## config.mk

```make
export PLATFORM = sky130hd
export DESIGN_NAME = uart_rx_deserializer
export DESIGN_NICKNAME = d
export VERILOG_FILES = /design/src/rtl/uart_rx_deserializer.sv
export SDC_FILE = /design/constraint.sdc
export NUM_CORES = 1
export LEC_CHECK = 0
export ABC_AREA = 1
export CAP_MARGIN = 30
export CORE_MARGIN = 2
export CORE_UTILIZATION = 45
export DETAILED_ROUTE_END_ITERATION = 12
export PLACE_DENSITY = 0.77
export SLEW_MARGIN = 0
export SYNTH_ARGS = -nofsm -noshare
export SYNTH_HDL_FRONTEND = slang
export SYNTH_SLANG_ARGS = --single-unit
```

## constraint.sdc

```tcl
create_clock -name clk -period 1.1 [get_ports clk]
set_input_delay 0.275 -clock clk [delete_from_list [all_inputs] [get_ports clk]]
set_output_delay 0.275 -clock clk [all_outputs]
set_load 0.05 [all_outputs]
```

## src/rtl/uart_rx_deserializer.sv

```systemverilog
// Serial receive framer: start-bit detect, per-strobe bit capture, parity/stop checks,
// and a one-entry valid/ready holding register with sticky overrun.
module uart_rx_deserializer #(
  parameter int DATA_BITS  = 8,
  parameter int PARITY_EN  = 0,
  parameter int PARITY_ODD = 0
) (
  input  logic                 clk,
  input  logic                 rst,
  input  logic                 rx,
  input  logic                 sample,
  output logic                 timer_start,
  output logic [DATA_BITS-1:0] rx_data,
  output logic                 rx_parity_err,
  output logic                 rx_frame_err,
  output logic                 rx_valid,
  input  logic                 rx_ready,
  output logic                 overrun,
  input  logic                 overrun_clr,
  output logic                 busy
);

  localparam int CW = $clog2(DATA_BITS + 1);

  typedef enum logic [2:0] {IDLE, START, DATA, PARITY, STOP} state_t;

  state_t               state, state_nxt;
  logic                 sync1, rx_s, rx_d, fall;
  logic [CW-1:0]        cnt, cnt_nxt;
  logic [DATA_BITS-1:0] shreg, shreg_nxt;
  logic                 perr, perr_nxt;
  logic                 ts_nxt;
  logic                 commit;
  logic                 ferr;
  logic                 accept;

  always_ff @(posedge clk) begin
    if (rst) begin
      sync1 <= 1'b1;
      rx_s  <= 1'b1;
      rx_d  <= 1'b1;
    end else begin
      sync1 <= rx;
      rx_s  <= sync1;
      rx_d  <= rx_s;
    end
  end

  assign fall = !rx_s && rx_d;
  assign ferr = !rx_s;
  assign busy = (state != IDLE);

  always_ff @(posedge clk) begin
    if (rst) begin
      state       <= IDLE;
      cnt         <= '0;
      shreg       <= '0;
      perr        <= 1'b0;
      timer_start <= 1'b0;
    end else begin
      state       <= state_nxt;
      cnt         <= cnt_nxt;
      shreg       <= shreg_nxt;
      perr        <= perr_nxt;
      timer_start <= ts_nxt;
    end
  end

  always_comb begin
    state_nxt = state;
    cnt_nxt   = cnt;
    shreg_nxt = shreg;
    perr_nxt  = perr;
    ts_nxt    = 1'b0;
    commit    = 1'b0;
    case (state)
      IDLE: begin
        if (fall) begin
          state_nxt = START;
          ts_nxt    = 1'b1;
          perr_nxt  = 1'b0;
        end
      end
      START: begin
        // The timer is being re-phased while timer_start is high; its strobe is stale.
        if (sample && !timer_start) begin
          if (!rx_s) begin
            state_nxt = DATA;
            cnt_nxt   = '0;
          end else begin
            state_nxt = IDLE;
          end
        end
      end
      DATA: begin
        if (sample) begin
          shreg_nxt = {rx_s, shreg[DATA_BITS-1:1]};
          cnt_nxt   = cnt + CW'(1);
          if (cnt == CW'(DATA_BITS - 1))
            state_nxt = (PARITY_EN != 0) ? PARITY : STOP;
        end
      end
      PARITY: begin
        if (sample) begin
          perr_nxt  = ((^shreg) ^ rx_s) != (PARITY_ODD != 0);
          state_nxt = STOP;
        end
      end
      STOP: begin
        if (sample) begin
          commit    = 1'b1;
          state_nxt = IDLE;
        end
      end
      default: state_nxt = IDLE;
    endcase
  end

  assign accept = commit && (!rx_valid || rx_ready);

  always_ff @(posedge clk) begin
    if (rst) begin
      rx_data       <= '0;
      rx_parity_err <= 1'b0;
      rx_frame_err  <= 1'b0;
      rx_valid      <= 1'b0;
      overrun       <= 1'b0;
    end else begin
      if (accept) begin
        rx_data       <= shreg;
        rx_parity_err <= (PARITY_EN != 0) ? perr : 1'b0;
        rx_frame_err  <= ferr;
        rx_valid      <= 1'b1;
      end else if (rx_valid && rx_ready) begin
        rx_valid <= 1'b0;
      end
      // A new overrun takes priority over a simultaneous clear.
      if (commit && !accept)
        overrun <= 1'b1;
      else if (overrun_clr)
        overrun <= 1'b0;
    end
  end

endmodule
```

# After elaboration in Yosys (flattened, before gate mapping)
# Cells that the tools add are included.
[classes]
bitwise_logic = 1
reduce_logical = 19
add_sub_neg = 1
eq_ne = 12
n_mux = 19
[ops]
columns = ["op", "count"]
rows = [
  ["2-to-1 mux 3 bit", 6],
  ["case mux 3 bit (5 select lines)", 1],
  ["!= test 2 bit, second input constant", 7],
  ["2-to-1 mux 4 bit", 3],
  ["case mux 4 bit (2 select lines)", 1],
  ["2-to-1 mux 1 bit", 7],
  ["== test 3 x 2 -> 1 bit, second input constant", 2],
  ["AND reduction 6 bit", 1],
  ["nonzero test 2 bit", 3],
  ["logical AND 1 bit", 5],
  ["adder 4 x 1 -> 4 bit, second input constant", 1],
  ["== test 4 x 3 -> 1 bit, second input constant", 1],
  ["zero test 1 bit", 4],
  ["AND reduction 4 bit", 1],
  ["== test 3 x 1 -> 1 bit, second input constant", 1],
  ["== test 3 bit, second input constant", 1],
  ["zero test 3 bit", 1],
  ["nonzero test 3 bit", 1],
  ["2-to-1 mux 2 bit", 1],
  ["AND reduction 2 bit", 1],
  ["OR reduction 2 bit", 1],
  ["logical OR 1 bit", 1],
  ["inverter 1 bit", 1],
]
[totals]
regBits = 30
input_bits = 6
word_cells = 63
output_inout_bits = 14

# Depth between registers and ports, before layout
[logic_depth]
word_depth = 6
mapped_depth = 9
depth_no_buf = 9

# Least setup slack after synthesis
# OpenSTA, ideal clock, no wires.
[synth_timing]
kind = "register to register"
start = "reg rx_valid"
end = "reg rx_data[0]"
synth_period_minus_slack_ns = 1.427
t_required_ns = 0.984
setup_ns = 0.116
arrival_time_ns = 1.311
slack_ns = -0.327
path_buffers = 1
path_stages_with_launch = 7
cell_sequence = "dfxtp_1 -> inv_1 -> nor2_1 -> nor2_4 -> buf_6 -> o21ai_0 -> nor2_1"
[synth_via]
elab_chain_cells = 3
[synth_rtl]
columns = ["item", "line", "text"]
rows = [
  ["from (decl)", "16", "output logic rx_valid,"],
  ["from (signal assigned)", "126", "rx_valid <= 1'b0;"],
  ["from (signal assigned)", "133", "rx_valid <= 1'b1;"],
  ["from (signal assigned)", "135", "rx_valid <= 1'b0;"],
  ["zero test 1 bit", "119", "assign accept = commit && (!rx_valid || rx_ready);"],
  ["logical OR 1 bit", "119", ""],
  ["logical AND 1 bit", "119", ""],
  ["to (signal assigned)", "130", "rx_data <= shreg;"],
  ["to (decl)", "13", "output logic [DATA_BITS-1:0] rx_data,"],
]
# No other way between the ends.
# A chain may end at the register's enable or synchronous reset.

# Final worst setup path
[layout_timing]
start = "reg state[2]"
end = "out busy"
[layout_via]
elab_chain_cells = 1
[layout_rtl]
columns = ["item", "line", "text"]
rows = [
  ["from (decl)", "27", "state_t state, state_nxt;"],
  ["from (signal assigned)", "61", "state <= state_nxt;"],
  ["nonzero test 3 bit", "51", "assign busy = (state != IDLE);"],
  ["to (decl)", "20", "output logic busy"],
]
# No other way between the ends.

==> metrics.log <==
INFO  metric setup_ws = -279 ps
INFO  metric worst_ep_arrival_time = 1100 ps
INFO  metric die_width = 56.6 um
INFO  metric vias = 1253
INFO  metric grt_overflow = 0
INFO  metric yosys_most_used_dff = sky130_fd_sc_hd__dfxtp_1
INFO  metric post_synthesis_cell_type_count = 22
INFO  metric finalSetupTns = -3920 ps
INFO  metric routedWlPerCell = between 10 and 15 um
INFO  metric netlist.area_leader.share = roughly 48%
INFO  metric area.growth.synth_to_final = 58.2%
INFO  metric floorplan.initialDensity = ~46%
INFO  metric finalHoldWorstSlack = roughly 430 ps
INFO  metric grt_pass1_vias = 1217
INFO  metric clkSinkCount = 30
INFO  metric slowest_stage = sky130_fd_sc_hd__dfxtp_4
INFO  metric power.static_leakage = 0.874 nW
INFO  metric critPathTopFamily = flip-flops
INFO  metric detailedRoute.firstIterationViolations = 28
INFO  metric critPathMaxStageDelay = 390 ps
INFO  metric grt_first_pass_wirelength = 5.14 mm
INFO  metric ctsHtreeMaxLevel = 2
INFO  metric final_weighted_congestion_in_routability_driven_placement = 0.964
INFO  metric detailed_place_hpwl = about 2 mm
INFO  metric finish.utilization = about 73%
INFO  metric status = complete, but fails checks
INFO  metric dr.pass1.iters = 5
INFO  metric postRouteWirelength = between 2 and 3 mm
INFO  metric timing.final.crit_period = 1380 ps
INFO  metric synth_async_sr_flop_share = 0%
INFO  metric report.final.slew_viol_count = 0
INFO  metric critPathBufInv = 1
INFO  metric worstSetupEndpointType = output pin
INFO  metric overall_track_demand_over_capacity_in_global_routing = between 20% and 30%
INFO  metric cts_tree = yes
INFO  metric critical_path_required = 820 ps
INFO  metric hold_viol = 0
INFO  metric synthesis.nets = 174
INFO  metric synth_edf_count = 0
INFO  metric mostFrequentLayoutCell = sky130_fd_sc_hd__nor2_1
INFO  metric max_freq = slightly above 0.7 GHz
INFO  metric cts.path.max_buffers = 2
INFO  metric synth_sequential_area_ratio = 48.3%
INFO  metric max-cap-violations = 0
INFO  metric clkLatencyLatePin = 330 ps
INFO  metric layout.cells.most_common_list = sky130_fd_sc_hd__nor2_1, sky130_fd_sc_hd__buf_4, sky130_fd_sc_hd__inv_1
INFO  metric ys.warnings.count = 0
INFO  metric root_buffer = sky130_fd_sc_hd__clkbuf_4
INFO  metric share_of_final_layout_standard_cells_stronger_than_drive_strength_1 = 44.9%
INFO  metric postSynthAreaPerCell = ~7.4 um2
INFO  metric synthCells = 167
INFO  metric yosys_register_bits = 30
INFO  metric cts-buffers-inserted = 5
INFO  metric setup_repair_after_global_routing_missed_its_margin = true
INFO  metric design.final.nets = 220
INFO  metric min_period_over_period = 125%
INFO  metric detail_route.drc_violations = 0
INFO  metric clkSlewWorstSetupHoldPaths = around 100 ps
INFO  metric violations = setup timing
INFO  metric cellPowerDensity = 1880 nW/um2
INFO  metric rows = 19
INFO  metric criticalPathCategory = reg -> out
INFO  metric worst-path-max-fanout = 5
INFO  metric antenna_violating_nets_left = 0
INFO  metric post-synth-top-area-cell = sky130_fd_sc_hd__dfxtp_1
INFO  metric grt_max_degree = 20
INFO  metric crit_path_start_kind = register
INFO  metric ioPinCount = 20
INFO  metric finClkSkew = 10.8 ps
INFO  metric finalSetupViolCount = 37
INFO  metric number_of_input_and_output_port_buffers_inserted = 18
INFO  metric power.ir.vdd_worst = 1.85 mV
INFO  metric die_height = 56.6 um
INFO  metric vias_per_std_cell = 5.11
INFO  metric ys_top_cells_by_area = sky130_fd_sc_hd__dfxtp_1, sky130_fd_sc_hd__nor2_1, sky130_fd_sc_hd__o21ai_0
INFO  metric critical_path.cell_chain = nor2_4, nand2_2, buf_12
INFO  metric antenna_found_initial = 0
INFO  metric filler_cell_count = slightly below 200
INFO  metric synthesis.area = 1240 um2
INFO  metric antenna_cells = 0
INFO  metric timing.hold.worst.class = reg -> reg
INFO  metric core_area = between 2000 and 3000 um2
INFO  metric design.die.area = ~3200 um2
==> synthesized netlist by cell type (all sizes together) (2+ instances only) <==
master,number
nand3,9
inv,24
dfxtp,30
nor3,2
nand2,22
nor2,32
buf,4
o21ai,20
or2,2
a21oi,16
==> worst register-to-register path, delay by kind of cell, from the launching register on <==
kind,cells,cell delay (ps)
and+or+nand+nor,7,530
DFF,1,360
buffers and inverters,3,330
==> cells by family after synthesis <==
group,after synthesis,share of synthesized area [%]
flops,30,48.3
xor+xnor,1,0.704
other cells,1,0.302
simple gates,68,24.0
buf+inv,29,10.6
fa+ha+maj,1,1.01
compound gates,37,15.1
==> where the power goes <==
group	switching [mW]	total [mW]	internal (mW)
sequential	0.112	1.34	1.23
combinational	0.889	1.65	0.763
clock	0.403	0.710	0.307
==> through the flow <==
step / cells / area (um2) / power, mW / worst slack [ps]
CTS: 243 / 1940 / 3.62 / -260
finish: 245 / 1970 / 3.70 / -279
global placement: 231 / 1740 / 2.54 / -445
floorplan: 167 / 1270 / 2.06 / -1.38
detailed placement: 231 / 1740 / 2.60 / -506
global route: 245 / 1970 / 3.91 / -310
==> registers in the layout, indices dropped and copies added (netlist names) <==
register and cells:
rx_s 1, shreg 8, rx_frame_err 1, rx_data 8, rx_valid 1, timer_start 1
rx_d 1, state 3, sync1 1, overrun 1, cnt 4
==> layout make-up <==
class | count | area, um2 | area share, %
sequential | 30 | 629 | 32.0
multi-input combinational | 108 | 607 | 30.8
timing repair buffer | 44 | 537 | 27.3
inverter | 24 | 92.6 | 4.70
clock buffer | 6 | 51.3 | 2.61
tap | 31 | 38.8 | 1.97
clock inverter | 2 | 12.5 | 0.636
==> worst paths after layout <==
kind	startpoint	to	slack [ps]	cells past startpoint
setup / recovery	state[2]	busy	-280	3
hold / removal	sync1	rx_s	430	1
setup reg to reg	state[1]	state[0]	-220	10
hold reg to reg	sync1	rx_s	430	1
==> per-layer routing <==
metal | global-route usage (%) | part of all wire (%) | wire length (um) | vias to the layer above
li1 | - | - | - | 625
met1 | 22.9 | 41 | 1230 | 578
met2 | 35.9 | 51 | 1520 | 39
met3 | 5.53 | 4.4 | 130 | 11
met4 | 12.9 | 3.5 | 105 | 0
met5 | 0 | 0 | 0 | -
==> repair_timing <==
item / 4_1_cts / 5_1_grt
setup endpoints to repair: 34 / 38
buffers inserted: 4 / 2
hold endpoints to repair: 0 / 0
gates resized for setup: 43 / 6
hold buffers: 0 / 0
gates cloned: 0 / 0
pin swaps: 6 / 1
Note: power is estimated with default switching activity, not from simulation.
